### src/rtl/uart_axis_rr_arbiter.sv
// Round-robin merge of N_CH UART word-packer AXI-Stream sources onto one
// AXI-Stream master. Each grant allows at most BURST_LEN beats from one
// channel. TUSER carries the source channel of every output beat.
module uart_axis_rr_arbiter #(
  parameter int N_CH      = 4,
  parameter int ID_W      = 2,
  parameter int BURST_LEN = 4
) (
  input  logic                 M_AXIS_ACLK,
  input  logic                 M_AXIS_ARESETN,
  input  logic [N_CH-1:0]      cfg_en,
  input  logic [N_CH-1:0]      S_AXIS_TVALID,
  input  logic [N_CH*32-1:0]   S_AXIS_TDATA,
  output logic [N_CH-1:0]      S_AXIS_TREADY,
  output logic                 M_AXIS_TVALID,
  output logic [31:0]          M_AXIS_TDATA,
  output logic [ID_W-1:0]      M_AXIS_TUSER,
  input  logic                 M_AXIS_TREADY,
  output logic [15:0]          grant_cnt
);

  typedef enum logic [0:0] {
    ST_IDLE  = 1'b0,
    ST_BURST = 1'b1
  } state_e;

  // Reset value of last_grant makes channel 0 the first winner.
  localparam logic [ID_W-1:0] LAST_CH     = ID_W'(N_CH - 1);
  localparam logic [7:0]      BURST_LEN_C = 8'(BURST_LEN);

  state_e            state_r;
  state_e            state_nxt_s;
  logic [ID_W-1:0]   grant_r;
  logic [ID_W-1:0]   grant_nxt_s;
  logic [ID_W-1:0]   last_grant_r;
  logic [ID_W-1:0]   last_grant_nxt_s;
  logic [7:0]        beat_cnt_r;
  logic [7:0]        beat_cnt_nxt_s;
  logic [15:0]       grant_cnt_r;
  logic              grant_inc_s;

  logic [N_CH-1:0]   req_s;
  logic [N_CH-1:0]   req_rot_s;
  int                off_s;
  logic [ID_W-1:0]   pick_s;
  logic              pick_vld_s;

  logic [N_CH-1:0]   grant_oh_s;
  logic              g_en_s;
  logic [31:0]       sel_data_s;
  logic              can_load_s;
  logic [N_CH-1:0]   tready_s;
  logic              xfer_s;

  logic              m_tvalid_r;
  logic [31:0]       m_tdata_r;
  logic [ID_W-1:0]   m_tuser_r;

  // Round-robin pick: rotate requests so bit 0 is the channel after last_grant, take the lowest set bit.
  always_comb begin
    req_s      = S_AXIS_TVALID & cfg_en;
    req_rot_s  = N_CH'({req_s, req_s} >> (int'(last_grant_r) + 1));
    pick_vld_s = |req_s;
    off_s      = 0;
    for (int i = N_CH - 1; i >= 0; i--) begin
      off_s = req_rot_s[i] ? i : off_s;
    end
    pick_s = ID_W'((int'(last_grant_r) + 1 + off_s) % N_CH);
  end

  // Granted-channel decode: one-hot grant, its enable bit and its data word.
  always_comb begin
    grant_oh_s = {{(N_CH-1){1'b0}}, 1'b1} << grant_r;
    g_en_s     = |(cfg_en & grant_oh_s);
    sel_data_s = 32'h0000_0000;
    for (int k = 0; k < N_CH; k++) begin
      sel_data_s = sel_data_s | (S_AXIS_TDATA[32*k +: 32] & {32{grant_oh_s[k]}});
    end
  end

  // FSM state register: arbitration state, grant bookkeeping and grant counter.
  always_ff @(posedge M_AXIS_ACLK or negedge M_AXIS_ARESETN) begin
    if (!M_AXIS_ARESETN) begin
      state_r      <= ST_IDLE;
      grant_r      <= {ID_W{1'b0}};
      last_grant_r <= LAST_CH;
      beat_cnt_r   <= 8'd0;
      grant_cnt_r  <= 16'd0;
    end else begin
      state_r      <= state_nxt_s;
      grant_r      <= grant_nxt_s;
      last_grant_r <= last_grant_nxt_s;
      beat_cnt_r   <= beat_cnt_nxt_s;
      grant_cnt_r  <= grant_inc_s ? (grant_cnt_r + 16'd1) : grant_cnt_r;
    end
  end

  // FSM next state: grant in IDLE, count beats and decide when to release in BURST.
  always_comb begin
    state_nxt_s      = state_r;
    grant_nxt_s      = grant_r;
    last_grant_nxt_s = last_grant_r;
    beat_cnt_nxt_s   = beat_cnt_r;
    grant_inc_s      = 1'b0;
    case (state_r)
      ST_IDLE: begin
        if (pick_vld_s) begin
          state_nxt_s    = ST_BURST;
          grant_nxt_s    = pick_s;
          beat_cnt_nxt_s = 8'd0;
          grant_inc_s    = 1'b1;
        end else begin
          state_nxt_s = ST_IDLE;
        end
      end
      ST_BURST: begin
        if (!g_en_s) begin
          // Channel disabled under us: give the grant up right away.
          state_nxt_s      = ST_IDLE;
          last_grant_nxt_s = grant_r;
        end else if (!can_load_s) begin
          // Downstream stall freezes the burst.
          state_nxt_s = ST_BURST;
        end else if (xfer_s) begin
          if ((beat_cnt_r + 8'd1) == BURST_LEN_C) begin
            state_nxt_s      = ST_IDLE;
            last_grant_nxt_s = grant_r;
            beat_cnt_nxt_s   = 8'd0;
          end else begin
            beat_cnt_nxt_s = beat_cnt_r + 8'd1;
          end
        end else begin
          // Room downstream but the source has nothing: release early.
          state_nxt_s      = ST_IDLE;
          last_grant_nxt_s = grant_r;
        end
      end
      default: begin
        state_nxt_s = ST_IDLE;
      end
    endcase
  end

  // FSM outputs: source ready for the granted channel and the resulting handshake.
  always_comb begin
    can_load_s = !m_tvalid_r || M_AXIS_TREADY;
    if ((state_r == ST_BURST) && can_load_s) begin
      tready_s = grant_oh_s & cfg_en;
    end else begin
      tready_s = {N_CH{1'b0}};
    end
    xfer_s = |(S_AXIS_TVALID & tready_s);
  end

  // Single-stage output register: load on transfer, drop valid when consumed, otherwise hold.
  always_ff @(posedge M_AXIS_ACLK or negedge M_AXIS_ARESETN) begin
    if (!M_AXIS_ARESETN) begin
      m_tvalid_r <= 1'b0;
      m_tdata_r  <= 32'h0000_0000;
      m_tuser_r  <= {ID_W{1'b0}};
    end else if (xfer_s) begin
      m_tvalid_r <= 1'b1;
      m_tdata_r  <= sel_data_s;
      m_tuser_r  <= grant_r;
    end else if (M_AXIS_TREADY) begin
      m_tvalid_r <= 1'b0;
    end else begin
      m_tvalid_r <= m_tvalid_r;
    end
  end

  assign S_AXIS_TREADY = tready_s;
  assign M_AXIS_TVALID = m_tvalid_r;
  assign M_AXIS_TDATA  = m_tdata_r;
  assign M_AXIS_TUSER  = m_tuser_r;
  assign grant_cnt     = grant_cnt_r;

endmodule

### config.mk
export PLATFORM = sky130hd
export DESIGN_NAME = uart_axis_rr_arbiter
export DESIGN_NICKNAME = d
export VERILOG_FILES = /design/src/rtl/uart_axis_rr_arbiter.sv
export SDC_FILE = /design/constraint.sdc
export NUM_CORES = 1
export LEC_CHECK = 0
export ABC_AREA = 1
export BUFFER_PORTS_ARGS = -buffer_cell sky130_fd_sc_hd__buf_2
export CAP_MARGIN = 20
export CORE_MARGIN = 2
export CORE_UTILIZATION = 25
export DETAILED_ROUTE_END_ITERATION = 8
export REMOVE_ABC_BUFFERS = 1
export SKIP_CTS_REPAIR_TIMING = 1
export SLEW_MARGIN = 20
export SYNTH_ARGS = -nofsm -noshare
export SYNTH_HDL_FRONTEND = slang
export SYNTH_SLANG_ARGS = --single-unit
### constraint.sdc
create_clock -name M_AXIS_ACLK -period 2.6 [get_ports M_AXIS_ACLK]
set_input_delay 0.26 -clock M_AXIS_ACLK [delete_from_list [all_inputs] [get_ports M_AXIS_ACLK]]
set_output_delay 0.26 -clock M_AXIS_ACLK [all_outputs]
set_load 0.005 [all_outputs]
==> impl_metrics.ini, run 1 <==
[status]
status = finished, final reports clean

[hold_path]
hold_start = S_AXIS_TDATA[36]
hp-class = input port to register
whs_path_depth = 3
holdPathEnd = M_AXIS_TDATA[4]$_DFFE_PN0P_

[cts]
cts_sinks = 64
cts_max_level = 3
cts_tree = built
cts-root-buf = clkbuf_16
clock_path_buffers = 2
insertion_delay_ps = 330
cts_buffers = 9
clk_pin_slew_ps = 50

[layout]
antennaDiodeCount = 0
fin_util_pct = 34.9
syn_to_final_growth_pct = 38.4
drive_gt1_share_pct = 30.8
final_nets = 848

[synth]
ys_top_cells_by_area = dfrtp_1, nand2_1, a221oi_1
ys_ff_latch = 64
syn_inst = 518
syn-cell-area_sq_um = 3790
synth-edff-count = 0
syn_area_per_cell_sq_um = 7.32
synth_compound_area_share_pct = 14.2
synthMuxAreaShare_pct = 0.264
yosysSeqAreaShare_pct = 42.3
synthAdderAreaFrac_pct = 1.32
synth-simple-area-share_pct = 30.9
synth_top_family_by_area = simple AND/OR/NAND/NOR gates
synth_top_area_share_pct = 40.9
synth_xor_area_share_pct = 3.93
yosys.cell_types.count = 32
ys.warnings.count = 0
ys.flop_type = dfrtp_1
async_flop_share_pct = 100
yosysTopAreaCell = dfrtp_1

[sta]
final_max_slew_viol_count = 0
fin_setup_tns_ps = 0
worstMarginPinSlew_ps = 1060
final-hold-violation-count = 0
rsz0062_at_grt = no
fin_skew_ps = 6.74
fin_crit_ps = 2240
fin_ws_ps = 361
hold-worst-slack_ps = 202
finalCritPeriodShare_pct = 86.1
relSlewSlack_pct = 29.3
max_freq_mhz = 447
setup_viol = 0

[setup_path]
critPathLaunchType = register
r2r_end = M_AXIS_TDATA[31]$_DFFE_PN0P_
worstPathRequired_ps = 2810
rrSetupSlack_ps = 360
cp-end-kind = register
reg2reg_from = grant_r[1]$_DFFE_PN0P_
worstPathMaxFanout = 32
criticalPathCategory = register to register
crit_arrival_ps = 2450
reg2reg_depth = 5

[floorplan]
die-area_sq_um = 16200
die_x_um = 127
io-pin-count = 194
core_sq_um = 15000
rows = 45
die_h_um = 127
start_util_pct = 25.2

[route]
postRouteWirelength_um = 11900
post_drt_via_cell_ratio = 4.49
drt-wirelength-per-cell_um = 13.3
firstDrtPassIters = 4
vias = 4028
drtIter0Drc = 186
drc = 0
drtAntennaViolNets = 0

[global_routing]
grt_first_pass_wirelength_um = 19600
grt_overflow = 0
grt_pass1_vias = 4025
antenna_found_initial = 1
grt_max_degree = 59
grtUsageTotal_pct = 15.4

[place]
numPortBuffers = 193
place_congestion = 0.780
dp_slack_ps = 604
hpwl_um = 9220

[pwr]
powerDensity_nw_per_um2 = 1030
leakagePower_nw = 2.89
power.total_mw = 5.38
ir_worst_vdd_v = 0.000321

[job]
max-cap-violations = 0
==> critical path: stages, from the launching register on <==
cell      delay (ps)
dfrtp_1          430
inv_1             60
nand2_1          130
clkinv_1         780
a221oi_1         600
o21ai_1           90
==> worst max-delay path by stage <==
| stage | end | from | slack, ps | cells past startpoint |
|---|---|---|---|---|
| after CTS | M_AXIS_TDATA[3]$_DFFE_PN0P_ | grant_r[1]$_DFFE_PN0P_ | 600 | 6 |
| after global placement | M_AXIS_TDATA[2]$_DFFE_PN0P_ | grant_r[0]$_DFFE_PN0P_ | 620 | 7 |
| after floorplan | beat_cnt_r[0]$_DFFE_PN0P_ | grant_r[1]$_DFFE_PN0P_ | 300 | 8 |
| final | M_AXIS_TDATA[31]$_DFFE_PN0P_ | grant_r[1]$_DFFE_PN0P_ | 360 | 5 |
| after detailed placement | M_AXIS_TDATA[3]$_DFFE_PN0P_ | grant_r[1]$_DFFE_PN0P_ | 600 | 6 |
| after global routing | M_AXIS_TDATA[1]$_DFFE_PN0P_ | grant_r[1]$_DFFE_PN0P_ | 80 | 5 |
==> final cells by class <==
cell class / instances / area, sq um
Multi-Input combinational cell: 391 / 1920
Timing Repair Buffer: 198 / 1050
Sequential cell: 64 / 1600
Clock inverter: 2 / 12.5
Fill cell: 1692 / 9790
Inverter: 41 / 154
Tap cell: 188 / 235
Clock buffer: 14 / 274
==> power breakdown <==
part | total, mW | internal (mW) | switching, mW
Clock | 1.16 | 0.722 | 0.437
Combinational | 2.52 | 1.02 | 1.50
Sequential | 1.70 | 1.38 | 0.316
Total | 5.38 | 3.13 | 2.26
==> layer usage <==
metal	track usage, %	vias to the layer above	part of all wire [%]
li1	-	2091	-
met1	18.2	1790	43
met2	26.5	135	49
met3	4.27	12	6.7
met4	5.88	0	1.5
met5	0	-	0
==> cells in the mapped netlist (3+ instances only) <==
library cell	instances
buf_2	3
buf_4	4
o21ai_1	34
ha_1	4
dfrtp_1	62
nor3_1	9
xnor2_1	5
o21ai_0	12
nand2_1	215
a221oi_1	32
inv_1	39
clkbuf_1	11
nand4_1	10
nor2_1	24
xor2_1	12
nand3_1	22
==> cell families (layout without fill, tap and decap cells) <==
family / after synthesis / after routing
XOR/XNOR: 17 / 17
buffers and inverters: 63 / 255
AND/OR/NAND/NOR: 287 / 287
flip-flops: 64 / 64
AO/OA/AOI/OAI: 82 / 82
multiplexers: 1 / 1
adder cells (fa/ha/maj): 4 / 4
==> state kept, by name, summed over array words and instances, names as in the netlist <==
name,count
M_AXIS_TDATA,32
state_r,1
M_AXIS_TVALID,1
beat_cnt_r,8
grant_cnt,16
grant_r,2
M_AXIS_TUSER,2
last_grant_r,2
==> cell usage in the layout, fill, tap and decap left out, types with 3 or more instances in the layout <==
cell       netlist  layout
inv_1           39      38
nand4_1         10      10
ha_1             4       4
o21ai_1         34      34
clkbuf_16        0       9
o21ai_0         12      12
buf_2            3     193
xnor2_1          5       5
nor2_1          24      24
a221oi_1        32      32
xor2_1          12      12
nor3_1           9       9
nand3_1         22      22
clkbuf_8         0       3
nand2_1        215     215
dfrtp_1         62      62
==> stage by stage <==
stage          cells  area (sq um)
2_1_floorplan    496          3670
3_3_place_gp     880          4920
3_5_place_dp     881          4950
4_1_cts          897          5240
5_1_grt          898          5250
6_report         898          5250
Power figures use the tool's default switching activity.
==> run 2, diff against run 1 <==
Settings changed: CORE_UTILIZATION 25 to 40, MAX_ROUTING_LAYER set to met4, PLACE_DENSITY set to 0.72.
==> impl_metrics.ini, run 2 (synthesis results as in run 1) <==
[floorplan]
die-area_sq_um = 10300
rows = 35
core_sq_um = 9200
start_util_pct = 41.2
die_h_um = 101
io-pin-count = 194
die_x_um = 101

[setup_path]
critPathLaunchType = register
cp-end-kind = register
worstPathRequired_ps = 2820
worstPathMaxFanout = 24
reg2reg_depth = 10
criticalPathCategory = register to register
crit_arrival_ps = 2220

[layout]
syn_to_final_growth_pct = 32.8
fill_cells = 917
drive_gt1_share_pct = 31.1
largest_register_ff_count = 32
final_common_cell = nand2_1
final_nets = 849
regArea_sq_um = 1600
multi_input_area_sq_um = 1920
stdcell_count = 822
layout_common_cells = nand2_1, buf_2, dfrtp_1

[global_routing]
grt_max_degree = 46
antenna_found_initial = 1
grtUsageTotal_pct = 23.9
grt_pass1_vias = 4070
grt_first_pass_wirelength_um = 18800
grt_overflow = 0

[cts]
cts_buffers = 9
insertion_delay_ps = 340
cts-root-buf = clkbuf_8
cts_sinks = 64
cts_tree = built
clock_path_buffers = 2
cts_max_level = 3
clk_pin_slew_ps = 70

[route]
drtAntennaViolNets = 0
firstDrtPassIters = 4
drtIter0Drc = 135
post_drt_via_cell_ratio = 5.12
drt-wirelength-per-cell_um = 14.3
drc = 0
vias = 4208
postRouteWirelength_um = 11700

[place]
numPortBuffers = 193
dp.cells = 805
hpwl_um = 8950
place_congestion = 0.901

[sta]
final-hold-violation-count = 0
fin_setup_tns_ps = 0
rsz0062_at_grt = no
setup_viol = 0
fin_skew_ps = 6.57
relSlewSlack_pct = 27.0
fin_crit_ps = 2000
finalCritPeriodShare_pct = 76.9
worstMarginPinSlew_ps = 1090
final_max_slew_viol_count = 0
max_freq_mhz = 500

[pwr]
ir_worst_vdd_v = 0.000434
leakagePower_nw = 2.85
swShare_pct = 43.5
p_int_mw = 2.87
seqPwrFrac_pct = 33.6
p_clk_share_pct = 17.6
power.switching_mw = 2.21
combPwrFrac_pct = 48.8
powerDensity_nw_per_um2 = 1010

[hold_path]
whs_path_depth = 3
hp-class = input port to register

[job]
max-cap-violations = 0

[status]
status = finished, final reports clean
run 2: layer usage:
layer / part of all wire [%] / up-vias / track usage (%)
met5: 0 / - / -
met4: 2.2 / 0 / 9.88
met3: 4.8 / 23 / 3.86
met2: 51 / 148 / 40.4
met1: 42 / 1951 / 28.3
li1: - / 2086 / -
run 2: power groups by stage:
stage	Clock, mW	Combinational (mW)	Sequential (mW)
finish	0.894	2.48	1.70
global route	0.959	2.81	1.76
CTS	0.916	2.49	1.70
detailed placement	0	2.49	1.70
global placement	0	2.41	1.70
floorplan	0	1.55	1.69
run 2: layout make-up:
type / instances / area share, %
clock inverter: 3 / 0.795
timing repair buffer: 199 / 20.1
antenna: 1 / 0.0497
sequential: 64 / 31.9
inverter: 41 / 3.06
multi-input combinational: 391 / 38.1
clock buffer: 12 / 3.28
tap: 111 / 2.76
run 2: final timing paths:
path                                                 to  slack [ps]                    startpoint
hold / removal             M_AXIS_TDATA[12]$_DFFE_PN0P_         200              S_AXIS_TDATA[44]
setup / recovery              beat_cnt_r[2]$_DFFE_PN0P_         600             state_r$_DFF_PN0_
min in group asynchronous      grant_cnt[9]$_DFFE_PN0P_         430                M_AXIS_ARESETN
max in group asynchronous     beat_cnt_r[3]$_DFFE_PN0P_        1440                M_AXIS_ARESETN
hold reg to reg            M_AXIS_TDATA[24]$_DFFE_PN0P_         480  M_AXIS_TDATA[24]$_DFFE_PN0P_
setup reg to reg              beat_cnt_r[2]$_DFFE_PN0P_         600             state_r$_DFF_PN0_
run 2: stage by stage:
stage	cell area [sq um]	hold slack (ps)	power [mW]	setup slack (ps)	utilization, %
global placement	4820	260	4.11	672	52.4
floorplan	3670	-35.6	3.24	296	-
CTS	5020	-113	5.10	612	54.6
detailed placement	4820	261	4.19	625	52.4
finish	5030	197	5.08	602	54.7
global route	5030	199	5.52	378	54.7
run 2: critical path, cell delays in order, from the launching register on:
cell and delay (ps):
dfrtp_1 560, inv_2 120, a21oi_2 210, nand3_1 100
nand2_1 150, nor2_4 50, buf_4 210, nand2_2 240
inv_1 120, nand2_1 70, nand2_1 50
==> run 3, diff against run 2 <==
Clock period 2.6 ns to 2 ns, I/O delays scaled along.
==> impl_metrics.ini, run 3 (synthesis results as in run 1) <==
[status]
status = finished, final reports clean

[global_routing]
grt_overflow = 0
grt_pass1_vias = 4128
antenna_found_initial = 0
grt_max_degree = 65
grt_first_pass_wirelength_um = 19000
grtUsageTotal_pct = 24.0

[pwr]
swShare_pct = 44.0
seqPwrFrac_pct = 32.8
leakagePower_nw = 2.89
combPwrFrac_pct = 50.9
p_clk_share_pct = 16.3
powerDensity_nw_per_um2 = 1320
p_int_mw = 3.77
ir_worst_vdd_v = 0.000636
power.switching_mw = 2.96

[sta]
max_freq_mhz = 511
finalCritPeriodShare_pct = 97.9
fin_ws_ps = 42.0
final-hold-violation-count = 0
relSlewSlack_pct = 74.8
worstMarginPinSlew_ps = 377
final_max_slew_viol_count = 0
fin_skew_ps = 8.33
setup_viol = 0
rsz0062_at_grt = yes
fin_crit_ps = 1960

[floorplan]
io-pin-count = 194
die_h_um = 101
start_util_pct = 41.2
die-area_sq_um = 10300
die_x_um = 101
core_sq_um = 9200
rows = 35

[cts]
clk_pin_slew_ps = 80
insertion_delay_ps = 340
cts_max_level = 3
cts-root-buf = clkbuf_8
cts_buffers = 9
cts_sinks = 64
clock_path_buffers = 2
cts_tree = built

[setup_path]
criticalPathCategory = register to register
r2r_end = grant_r[1]$_DFFE_PN0P_
reg2reg_from = last_grant_r[0]$_DFFE_PN1P_
cp-end-kind = register
worstSetupStartpoint = last_grant_r[0]$_DFFE_PN1P_
reg2reg_depth = 10
worstPathMaxFanout = 8
worstPathRequired_ps = 2230
crit_arrival_ps = 2180
crit_end = grant_r[1]$_DFFE_PN0P_
rrSetupSlack_ps = 40
critPathLaunchType = register

[layout]
stdcell_count = 827
final_common_cell = nand2_1
largest_register_ff_count = 32
layout_common_cells = nand2_1, buf_2, dfrtp_1
drive_gt1_share_pct = 31.8
antennaDiodeCount = 0
syn_to_final_growth_pct = 34.7
final_nets = 854

[route]
drc = 0
drtAntennaViolNets = 0
drt-wirelength-per-cell_um = 14.2
post_drt_via_cell_ratio = 5.09
postRouteWirelength_um = 11800
vias = 4211
firstDrtPassIters = 4
drtIter0Drc = 115

[place]
hpwl_um = 8730
dp_slack_ps = 29.2
numPortBuffers = 193
dp.cells = 807
place_congestion = 0.933

[hold_path]
hold_start = S_AXIS_TDATA[74]
hp-class = input port to register

[job]
max-cap-violations = 0
## run 3: changes by cell type in the layout (fill, tap and decap cells not counted), sizes merged
cell / before / now
clkinv: 3 / 5
buf: 198 / 203
clkbuf: 12 / 11
diode: 1 / 0
## run 3: power groups by stage
stage / clock [mW] / combinational, mW / sequential (mW)
floorplan: 0 / 2.01 / 2.19
global placement: 0 / 3.25 / 2.20
detailed placement: 0 / 3.35 / 2.22
CTS: 1.13 / 3.35 / 2.21
global route: 1.20 / 3.90 / 2.28
finish: 1.10 / 3.42 / 2.21
## run 3: worst min path at each step
stage                                        end  slack (ps)  depth (start not counted)
CTS                    grant_cnt[10]$_DFFE_PN0P_        -130                          2
floorplan            M_AXIS_TDATA[0]$_DFFE_PN0P_        -100                          0
finish              M_AXIS_TDATA[10]$_DFFE_PN0P_         130                          3
detailed placement     grant_cnt[10]$_DFFE_PN0P_         250                          2
global placement       grant_cnt[10]$_DFFE_PN0P_         240                          2
global route         M_AXIS_TDATA[4]$_DFFE_PN0P_         130                          3
## run 3: routing by layer
metal,global-route usage (%),routed length [um],share of wire [%]
met3,5.52,627,5.3
met1,27.7,4810,41
met2,40.1,6020,51
met4,10.4,315,2.7
met5,-,0,0
## run 3: through the flow
step	util (%)	instance area [sq um]	power, mW	hold slack (ps)	TNS (ps)
5_1_grt	55.5	5100	7.37	130	-62.0
3_3_place_gp	53.0	4870	5.45	244	0
3_5_place_dp	53.0	4870	5.57	247	0
4_1_cts	55.0	5060	6.69	-135	0
2_1_floorplan	-	3670	4.21	-95.6	-3630
6_report	55.5	5100	6.73	134	0
## run 3: worst max-delay path: stages, from the launching register on
cell and delay, ps:
dfstp_2 590, nand3_1 140, o21ai_2 110, mux2i_1 120
a31oi_1 180, nor2_1 60, ha_1 200, xnor2_2 180
nand3_1 110, nand3_1 90, nand2_1 60
## run 3: cell type report
class | instances | area [sq um]
Clock buffer | 11 | 131
Timing Repair Buffer | 204 | 1090
Fill cell | 879 | 4090
Inverter | 41 | 154
Clock inverter | 5 | 57.6
Multi-Input combinational cell | 391 | 1930
Sequential cell | 64 | 1600
Tap cell | 111 | 139
